[src/rtl/updown_sequencer.sv]
// updown_sequencer: bounded up/down count controller.
// A start request captures the bounds, direction and mode. The block then
// steps the count once per cycle between lo and hi in one-shot, repeat or
// ping-pong fashion. hold pauses the sequence and stop aborts it.
module updown_sequencer #(
    parameter int WIDTH = 4
) (
    input  logic             clk,
    input  logic             reset,
    input  logic             start,
    input  logic [1:0]       mode,
    input  logic [WIDTH-1:0] lo,
    input  logic [WIDTH-1:0] hi,
    input  logic             dir_init,
    input  logic             hold,
    input  logic             stop,
    output logic [WIDTH-1:0] count,
    output logic             up_down,
    output logic             busy,
    output logic             done,
    output logic             cfg_err
);

    typedef enum logic [1:0] {IDLE, RUN, DONE} state_t;

    localparam logic [1:0] MODE_REPEAT = 2'b01;
    localparam logic [1:0] MODE_PING   = 2'b10;

    state_t           state;
    logic [1:0]       mode_q;
    logic [WIDTH-1:0] lo_q;
    logic [WIDTH-1:0] hi_q;
    logic             dir_q;
    logic             terminal;

    // The count sits on the bound it is heading towards.
    assign terminal = up_down ? (count == hi_q) : (count == lo_q);

    // Sequencer FSM; every output is a register updated here.
    always_ff @(posedge clk) begin
        if (reset) begin
            state   <= IDLE;
            count   <= '0;
            up_down <= 1'b1;
            busy    <= 1'b0;
            done    <= 1'b0;
            cfg_err <= 1'b0;
            mode_q  <= '0;
            lo_q    <= '0;
            hi_q    <= '0;
            dir_q   <= 1'b0;
        end else begin
            // done and cfg_err are single-cycle pulses
            done    <= 1'b0;
            cfg_err <= 1'b0;
            case (state)
                IDLE: begin
                    if (start) begin
                        if (lo <= hi) begin
                            mode_q  <= mode;
                            lo_q    <= lo;
                            hi_q    <= hi;
                            dir_q   <= dir_init;
                            count   <= dir_init ? lo : hi;
                            up_down <= dir_init;
                            busy    <= 1'b1;
                            state   <= RUN;
                        end else begin
                            cfg_err <= 1'b1;
                        end
                    end
                end
                RUN: begin
                    if (stop) begin
                        busy  <= 1'b0;
                        done  <= 1'b1;
                        state <= DONE;
                    end else if (!hold) begin
                        if (!terminal) begin
                            count <= up_down ? count + WIDTH'(1) : count - WIDTH'(1);
                        end else begin
                            case (mode_q)
                                MODE_REPEAT: begin
                                    // restart from the entry bound of this direction
                                    count <= up_down ? lo_q : hi_q;
                                end
                                MODE_PING: begin
                                    // turn around; a degenerate range only flips direction
                                    up_down <= ~up_down;
                                    if (lo_q != hi_q)
                                        count <= up_down ? count - WIDTH'(1) : count + WIDTH'(1);
                                end
                                default: begin
                                    busy  <= 1'b0;
                                    done  <= 1'b1;
                                    state <= DONE;
                                end
                            endcase
                        end
                    end
                end
                DONE: begin
                    state <= IDLE;
                end
                default: begin
                    state <= IDLE;
                    busy  <= 1'b0;
                end
            endcase
        end
    end

    // The latched initial direction is kept for visibility of the captured
    // configuration; the running direction lives in up_down.
    logic unused_dir;
    assign unused_dir = dir_q;

endmodule

[config.mk]
export PLATFORM = sky130hd
export DESIGN_NAME = updown_sequencer
export DESIGN_NICKNAME = d
export VERILOG_FILES = /design/src/rtl/updown_sequencer.sv
export SDC_FILE = /design/constraint.sdc
export NUM_CORES = 1
export LEC_CHECK = 0
export BUFFER_PORTS_ARGS = -buffer_cell sky130_fd_sc_hd__buf_2
export CAP_MARGIN = 20
export CORE_ASPECT_RATIO = 0.9
export CORE_MARGIN = 8
export CORE_UTILIZATION = 52
export CTS_BUF_LIST = sky130_fd_sc_hd__clkbuf_4 sky130_fd_sc_hd__clkbuf_8
export DETAILED_ROUTE_END_ITERATION = 10
export GPL_TIMING_DRIVEN = 0
export HOLD_SLACK_MARGIN = 0.02
export PLACE_DENSITY = 0.86
export SLEW_MARGIN = 10
export SYNTH_ARGS = -nofsm -noshare
export SYNTH_HDL_FRONTEND = slang
export SYNTH_SLANG_ARGS = --single-unit
[constraint.sdc]
create_clock -name clk -period 1.8 [get_ports clk]
set_clock_uncertainty 0.2 [all_clocks]
set_input_delay 0.18 -clock clk [delete_from_list [all_inputs] [get_ports clk]]
set_output_delay 0.18 -clock clk [all_outputs]
set_load 0.02 [all_outputs]
Yosys cells after proc, flatten, opt, wreduce, memory -nomap -nowiden --
Cells that the tools add are included.
Operators by class: add/subtract/negate cells 2, order comparisons 1, equal/unequal tests 18, muxes and demuxes 39, bitwise gates (word level) 5, reductions and logical operators 10
Operators by type and width (count):
- $mux W4 | 10
- $mux W1 | 18
- $pmux W4 S2 | 2
- $reduce_and A7 Y1 | 2
- $mux W2 | 6
- $ne A2 B2 Y1 const B | 6
- $ne A3 B3 Y1 const B | 3
- $eq A4 B4 Y1 | 2
- $reduce_and A6 Y1 | 1
- $not A1 Y1 | 5
- $reduce_and A5 Y1 | 1
- $add A4 B1 Y4 const B | 1
- $eq A2 B1 Y1 const B | 2
- $eq A2 B2 Y1 const B | 2
- $le A4 B4 Y1 | 1
- $ne A4 B3 Y1 const B | 1
- $ne A4 B4 Y1 | 1
- $ne A4 B4 Y1 const B | 1
- $pmux W2 S2 | 1
- $reduce_or A2 Y1 | 2
- $sub A4 B1 Y4 const B | 1
- $pmux W1 S3 | 1
- $reduce_and A3 Y1 | 1
- $reduce_or A3 Y1 | 1
- 3 further kinds | 3
Word-level totals: register bits after elaboration 20, input port bits 16, output and inout bits 8, logic and storage cells 84

Logic depth before layout (Yosys ltp) --
Gate-level depths: netlist (run 1).
word-level depth 8, mapped depth 9, mapped depth without buffers 8

Worst setup path after synthesis (run 1) --
OpenSTA, ideal clock, no wires.
kind register -> register, start point reg up_down, end point reg count[1], library setup time 0.130 ns, arrival 1.809 ns, data required time 1.470 ns, path slack -0.339 ns, cell stages (with the launch flop) 9, buffers on the path 2, period minus slack after synthesis 2.139 ns, cells stage by stage dfxtp_1 buf_6 mux2i_1 xor2_1 nand4_1 buf_6 mux2_4 o211ai_1 a31oi_1
Between the ends: word-level cells in the longest chain between the ends 7, elaborated cells on any way between the ends 13, classes of those cells eq/ne: 2; mux: 10; reduce/logical: 1
Ends and longest elaborated chain:
- start: declaration | RTL line 18 | output logic up_down,
- start signal: assignment | RTL line 65 | up_down <= dir_init;
- start signal: assignment | RTL line 89 | up_down <= ~up_down;
- $mux W4 | RTL line 91 | count <= up_down ? count - WIDTH'(1) : count + WIDTH'(1);
- $mux W4 | RTL line 90 | if (lo_q != hi_q)
- $pmux W4 S2 | RTL line 82 | case (mode_q)
- $mux W4 | RTL line 79 | if (!terminal) begin
- $mux W4 | RTL line 78 | end else if (!hold) begin
- $mux W4 | RTL line 74 | if (stop) begin
- $pmux W4 S2 | RTL line 56 | case (state)
- end signal: assignment | RTL line 64 | count <= dir_init ? lo : hi;
- end signal: assignment | RTL line 80 | count <= up_down ? count + WIDTH'(1) : count - WIDTH'(1);
- end signal: assignment | RTL line 85 | count <= up_down ? lo_q : hi_q;
- end: declaration | RTL line 17 | output logic [WIDTH-1:0] count,
Parallel ways exist; a longest one is shown, timed or not. The select of a mux whose other input is x is not followed. A chain may end at the register's enable or synchronous reset.

Worst setup path in the final report (run 1) --
start point reg up_down, end point reg state[1]
Between the ends: word-level cells in the longest chain between the ends 3
Ends and longest elaborated chain:
- $mux W1 | RTL line 37 | assign terminal = up_down ? (count == hi_q) : (count == lo_q);
- $ne A3 B3 Y1 (no line)
- $reduce_and A5 Y1 (no line)
- end signal: assignment | RTL line 42 | state <= IDLE;
- end signal: assignment | RTL line 67 | state <= RUN;
- end signal: assignment | RTL line 77 | state <= DONE;
- end: declaration | RTL line 29 | state_t state;
Every way passes these cells.

==> impl_metrics.ini, run 1 <==
[status]
outcome = finished, violations left
violations = negative setup slack

[detailed_routing]
top_signal_layer_used = met4
wl_met2_um = 2230
route.met3.wl_um = 322
antenna_left = 0
detail_route.iter0.violations = 151
routedLengthMet1_um = 1790
avgRoutedWirePerCell_um = 17.5
postRouteWirelength_um = 4440
dr_total_vias = 1518
drt_drc_violations_left = 0
initial_drt_pass_iterations = 4
vias_per_cell = 5.98

[clock_tree]
tritoncts = done
clockRootBuffer = clkbuf_4
clkLatencyLatePin_ns = 0.32
clk_transition_reported_paths_ns = 0.13
maximum_clock_insertion_buffer_count = 2
tritoncts_num_sinks = 20
numCtsBuffers = 3
cts-htree-levels = 1

[place]
gpl.final_weighted_congestion = 0.919
numPlacedInstances = 228
io_port_bufs = 21
dp_hpwl_um = 2620
cell_area_reported_after_detailed_placement_um2 = 1570

[power_and_ir_drop]
static-leakage-power_uw = 0.000863
power-per-cell-area_nw_per_um2 = 867
design_power_total_uw = 1650
vdd_ir_drop_max_uv = 618

[logic_synthesis]
yosys.area.top_type_share_pct = 28.3
synth_edf_count = 0
synth_top_flop_cell = dfxtp_1
synth.largest_area_cell = dfxtp_1
sequential_fraction_of_the_synthesis_area_pct = 28.3
synthesis.area_um2 = 1410
postSynthNetCount = 201
ys_top_cells_by_count = 23 x nand2_1, 20 x dfxtp_1, 16 x a21oi_1, 13 x inv_1, 13 x mux2i_1
netlist_instances = 177
synthMostInstantiatedCell = nand2_1
post_synth_main_area_contributors = dfxtp_1 28%, mux2i_1 9.2%, ha_1 7.1%, nand2_1 6.1%, a21oi_1 5.7%
ys_warn_count = 0
synth.distinct_cells = 38
synth_async_sr_flop_share_pct = 0
postSynthRegisterBits = 20
syn_area_per_cell_um2 = 7.99

[hold_path]
hp-start = lo[1]
worst_case_hold_path_end_point = count[1]$_SDFFE_PP0P_
hold-path-cell-count = 5
worstHoldPathType = in2reg

[worst_setup_path]
r2r-start = up_down$_SDFFE_PP1P_
criticalPathCategory = reg2reg
critPathArrivalTime_ns = 2.19
critPathLaunchType = register
r2r_setup_slack_ns = -0.36
kind_of_cell_with_the_highest_combined_delay_on_the_critical_path = simple AND/OR/NAND/NOR gates
crit-reg2reg-capture = state[1]$_SDFFE_PP0P_
slowest_delay_ns = 0.37
critical_path.n_buffers_inverters = 2
cpMaxStageDelayCell = dfxtp_4
crit_fanout = 10
worstRegToRegCells = 8
worst-endpoint-required_ns = 1.83
worst_setup_end_kind = register
sequence_of_cells_on_the_critical_path = buf_8 > mux2i_2 > xor2_1 > nand4_1 > buf_6 > nor3b_4 > nor2_1 > nor3_1

[global_route]
grt_usage_pct = 18.0
grt_max_degree = 13
grt.overflow.total = 0
first_global_vias = 1445
grt_first_pass_wirelength_um = 6720
antenna_violations_before_repair = 0

[final_layout]
syn2layout_area_growth_pct = 34.3
post_layout_nonfiller_instances = 254
design_area_um2 = 1900
fin_nets = 249
drive_gt1_share_pct = 27.2
antennaDiodeCount = 0

[floorplan]
die_area_um2 = 4650
die_w_um = 71.0
core_region_area_um2 = 2660
core.rowCount = 18
initial_standard_cell_utilization_of_the_core_pct = 53.2
io_pins = 24
die_height_um = 65.5

[timing]
fmax_mhz = 463
worst_slack_ns = -0.359
grt_setup_unrepaired = true
final.setup.tns_ns = -2.81
layout_worst_path_cycle_share_pct = 120
timing.max_slew.rel_slack_pct = 60.7
final_period_minus_worst_setup_slack_ns = 2.16
finalSetupViolations = 9
finalHoldViolCount = 0
tightest_slew_ns = 0.589
maxSlewViolCount = 0

[run]
maxCapViolations = 0
==> how the worst max path moves through the flow <==
| stage | startpoint | end | slack [ns] | cells after the start |
|---|---|---|---|---|
| global route | up_down$_SDFFE_PP1P_ | state[1]$_SDFFE_PP0P_ | -0.47 | 8 |
| global placement | lo[2] | count[3]$_SDFFE_PP0P_ | -0.42 | 8 |
| CTS | up_down$_SDFFE_PP1P_ | count[3]$_SDFFE_PP0P_ | -0.36 | 7 |
| floorplan | up_down$_SDFFE_PP1P_ | count[1]$_SDFFE_PP0P_ | -0.21 | 8 |
| detailed placement | hi[2] | count[3]$_SDFFE_PP0P_ | -0.44 | 9 |
| finish | up_down$_SDFFE_PP1P_ | state[1]$_SDFFE_PP0P_ | -0.36 | 8 |
==> power breakdown <==
group | leakage (uW) | internal (uW) | switching, uW | total, uW
sequential | 0.000164 | 485 | 49.0 | 534
combinational | 0.000672 | 336 | 398 | 734
clock | 0.0000279 | 225 | 154 | 379
==> registers in the layout (all words and copies together), names as in the netlist <==
name     count
busy         1
cfg_err      1
count        4
done         1
hi_q         4
lo_q         4
mode_q       2
state        2
up_down      1
==> metal layers <==
| layer | up-vias | track usage (%) |
|---|---|---|
| met5 | - | 0 |
| met3 | 18 | 3.50 |
| met4 | 0 | 6.48 |
| met2 | 79 | 30.5 |
| li1 | 720 | - |
| met1 | 701 | 22.2 |
==> worst reg2reg max path, cell delays in order, from the launching register on <==
cell	delay, ns
dfxtp_4	0.37
buf_8	0.12
mux2i_2	0.22
xor2_1	0.22
nand4_1	0.20
buf_6	0.21
nor3b_4	0.20
nor2_1	0.12
nor3_1	0.21
==> final cells by class <==
cell class | count | area, um2
multi-input cells | 134 | 983
fillers | 201 | 758
flip-flops and latches | 20 | 404
repair buffers | 43 | 307
plain buffers | 10 | 66.3
inverters | 13 | 48.8
well taps | 30 | 37.5
clock inverters | 1 | 30.0
clock buffers | 3 | 22.5
==> per-stage QoR <==
stage | hold WS, ns | worst slack [ns] | utilization [%]
2_1_floorplan | 0.116 | -0.206 | -
3_3_place_gp | 0.209 | -0.420 | 58.9
3_5_place_dp | 0.219 | -0.439 | 58.9
4_1_cts | 0.0776 | -0.358 | 68.6
5_1_grt | 0.187 | -0.473 | 71.5
6_report | 0.147 | -0.359 | 71.5
==> kinds of logic (layout without fill, tap and decap cells) <==
group | Yosys count | after routing | share of synthesized area (%)
adders and majority gates | 8 | 8 | 7.08
and+or+nand+nor | 58 | 58 | 19.4
AOI/OAI and AO/OA | 40 | 40 | 17.5
xor gates and xnor gates | 10 | 10 | 6.20
DFF | 20 | 20 | 28.3
muxes | 18 | 18 | 14.2
buffers and inverters | 23 | 70 | 7.26
==> timing repair <==
item / in CTS / in global routing
buffers inserted: 7 / 2
pin swaps: 6 / 3
endpoints found under the setup margin: 10 / 18
hold buffers: 13 / 0
resized for setup: 6 / 19
endpoints found under the hold margin: 15 / 0
==> layout by cell type (no fill, tap or decap), types with 3 or more instances in the layout <==
| cell | netlist | layout |
|---|---|---|
| nand2_1 | 23 | 23 |
| buf_2 | 1 | 22 |
| dfxtp_1 | 20 | 19 |
| inv_1 | 13 | 13 |
| a21oi_1 | 16 | 13 |
| dlygate4sd3_1 | 0 | 13 |
| mux2i_1 | 13 | 11 |
| nor2_1 | 11 | 10 |
| ha_1 | 8 | 8 |
| buf_4 | 0 | 8 |
| xor2_1 | 7 | 7 |
| clkbuf_1 | 7 | 5 |
| nand3_1 | 4 | 4 |
| nand2b_1 | 4 | 4 |
| nor3_1 | 5 | 4 |
| a31oi_1 | 4 | 4 |
| a21oi_2 | 0 | 3 |
| buf_6 | 2 | 3 |
| xnor2_1 | 3 | 3 |
| o211ai_1 | 3 | 3 |
| o21ai_0 | 5 | 3 |
| mux2_2 | 3 | 3 |
| clkbuf_4 | 0 | 3 |
Power figures use the tool's default switching activity.
==> inputs of run 2 (changes only) <==
- CORE_MARGIN: 8 -> 2
- REMOVE_ABC_BUFFERS: not set -> 1
==> run 2 against run 1 <==
The run ends with design-rule violations, negative setup slack left. Sequential share of layout area rose by 0.27 points. Die area fell by 32%. Register-to-register slack barely moved. Sequential power rose by 2%. Largest cell class unchanged. Largest power group unchanged.
==> impl_metrics.ini, run 2 (synthesis gave the netlist of run 1 again) <==
[final_layout]
final_cell_mix = 24 x buf_2, 23 x nand2_1, 19 x dfxtp_1
final_common_cell = buf_2
fin_nets = 249
drive_gt1_share_pct = 25.4
antennaDiodeCount = 0
fillerInstances = 183
layout_top_registers = count x4, hi_q x4, lo_q x4
seqCellArea_um2 = 404
final_core_util_pct = 74.7
multi_input_area_um2 = 946
syn2layout_area_growth_pct = 32.7
post_layout_nonfiller_instances = 252

[power_and_ir_drop]
design_power_total_uw = 1660
power.share.switching_pct = 36.0
sequential_power_share_pct = 32.9
net_load_switching_power_uw = 597
power-per-cell-area_nw_per_um2 = 884
p_int_uw = 1060
clkPwrFrac_pct = 23.4
power.combinational.fraction_pct = 43.7
vdd_ir_drop_max_uv = 570
static-leakage-power_uw = 0.000875

[detailed_routing]
dr_total_vias = 1477
vias_per_cell = 5.86
antenna_left = 0
drt_drc_violations_left = 2
postRouteWirelength_um = 4030
initial_drt_pass_iterations = 7
avgRoutedWirePerCell_um = 16.0
detail_route.iter0.violations = 77

[clock_tree]
maximum_clock_insertion_buffer_count = 2
tritoncts_num_sinks = 20
clkLatencyLatePin_ns = 0.32
clockRootBuffer = clkbuf_4
numCtsBuffers = 3
clk_transition_reported_paths_ns = 0.12
cts-htree-levels = 1
tritoncts = done

[global_route]
antenna_violations_before_repair = 0
grt_usage_pct = 28.4
grt_first_pass_wirelength_um = 6600
first_global_vias = 1439
grt_max_degree = 17
grt.overflow.total = 0

[floorplan]
die_w_um = 59.0
core_region_area_um2 = 2510
initial_standard_cell_utilization_of_the_core_pct = 56.3
die_area_um2 = 3150
io_pins = 24
die_height_um = 53.5
core.rowCount = 17

[timing]
layout_worst_path_cycle_share_pct = 119
final_period_minus_worst_setup_slack_ns = 2.15
timing.max_slew.rel_slack_pct = 68.5
tightest_slew_ns = 0.473
fmax_mhz = 466
worst_slack_ns = -0.345
finalHoldViolCount = 0
maxSlewViolCount = 0
final.setup.tns_ns = -2.83
grt_setup_unrepaired = true
finalSetupViolations = 9

[run]
maxCapViolations = 0

[worst_setup_path]
worstRegToRegCells = 7
crit_fanout = 6
worst_setup_end_kind = register
worst-endpoint-required_ns = 1.82
criticalPathCategory = reg2reg
critPathLaunchType = register
critPathArrivalTime_ns = 2.17

[hold_path]
worstHoldPathType = in2reg
hold-path-cell-count = 4

[status]
outcome = finished, violations left
violations = design-rule violations, negative setup slack

[place]
numPlacedInstances = 218
gpl.final_weighted_congestion = 0.865
dp_hpwl_um = 2430
io_port_bufs = 23
[run 2: layer usage]
layer / up-vias / global-route usage (%) / routed length (um)
met5: - / 0 / 0
met4: 0 / 10.6 / 82
met3: 9 / 5.38 / 277
met2: 57 / 47.4 / 2010
met1: 694 / 36.0 / 1660
li1: 717 / - / -
[run 2: area by class of cell]
cell class / instances / share of cell area [%]
Clock inverter: 1 / 1.60
Inverter: 13 / 2.60
Multi-Input combinational cell: 134 / 50.4
Sequential cell: 20 / 21.5
Tap cell: 28 / 1.87
Clock buffer: 3 / 1.20
Timing Repair Buffer: 53 / 20.7
[run 2: timing repair]
item,4_1_cts,5_1_grt
setup buffers,9,6
cloned,0,1
pin swaps,2,2
setup endpoints to repair,20,15
gates resized for setup,11,3
endpoints found under the hold margin,15,0
hold buffers,14,0
[run 2: final timing paths]
path / start / end / slack, ns
worst max-delay path: up_down$_SDFFE_PP1P_ / count[1]$_SDFFE_PP0P_ / -0.35
worst max register to register: up_down$_SDFFE_PP1P_ / count[1]$_SDFFE_PP0P_ / -0.35
worst min register to register: hi_q[3]$_SDFFE_PP0P_ / hi_q[3]$_SDFFE_PP0P_ / 0.33
worst min-delay path: lo[0] / count[0]$_SDFFE_PP0P_ / 0.12
[run 2: metrics by stage]
stage	instance area, um2	hold slack [ns]	worst slack (ns)
final	1880	0.117	-0.345
after floorplan	1360	0.0491	-1.01
after global routing	1880	0.139	-0.448
after CTS	1800	0.0815	-0.264
after global placement	1510	0.206	-1.29
after detailed placement	1510	0.215	-1.39
[run 2: power by group through the flow]
stage,combinational [uW],clock [uW],sequential [uW]
after floorplan,359,0,575
after global placement,489,0,558
after detailed placement,515,0,564
after CTS,637,385,543
after global routing,782,404,555
final,724,388,545
[run 2: critical path, stage by stage (launching register included)]
cell and delay [ns]:
dfxtp_4 0.44, mux2i_2 0.25, xor2_1 0.23, nand4_1 0.23, buf_6 0.21, mux2_4 0.29, o211ai_1 0.09, a31oi_1 0.10
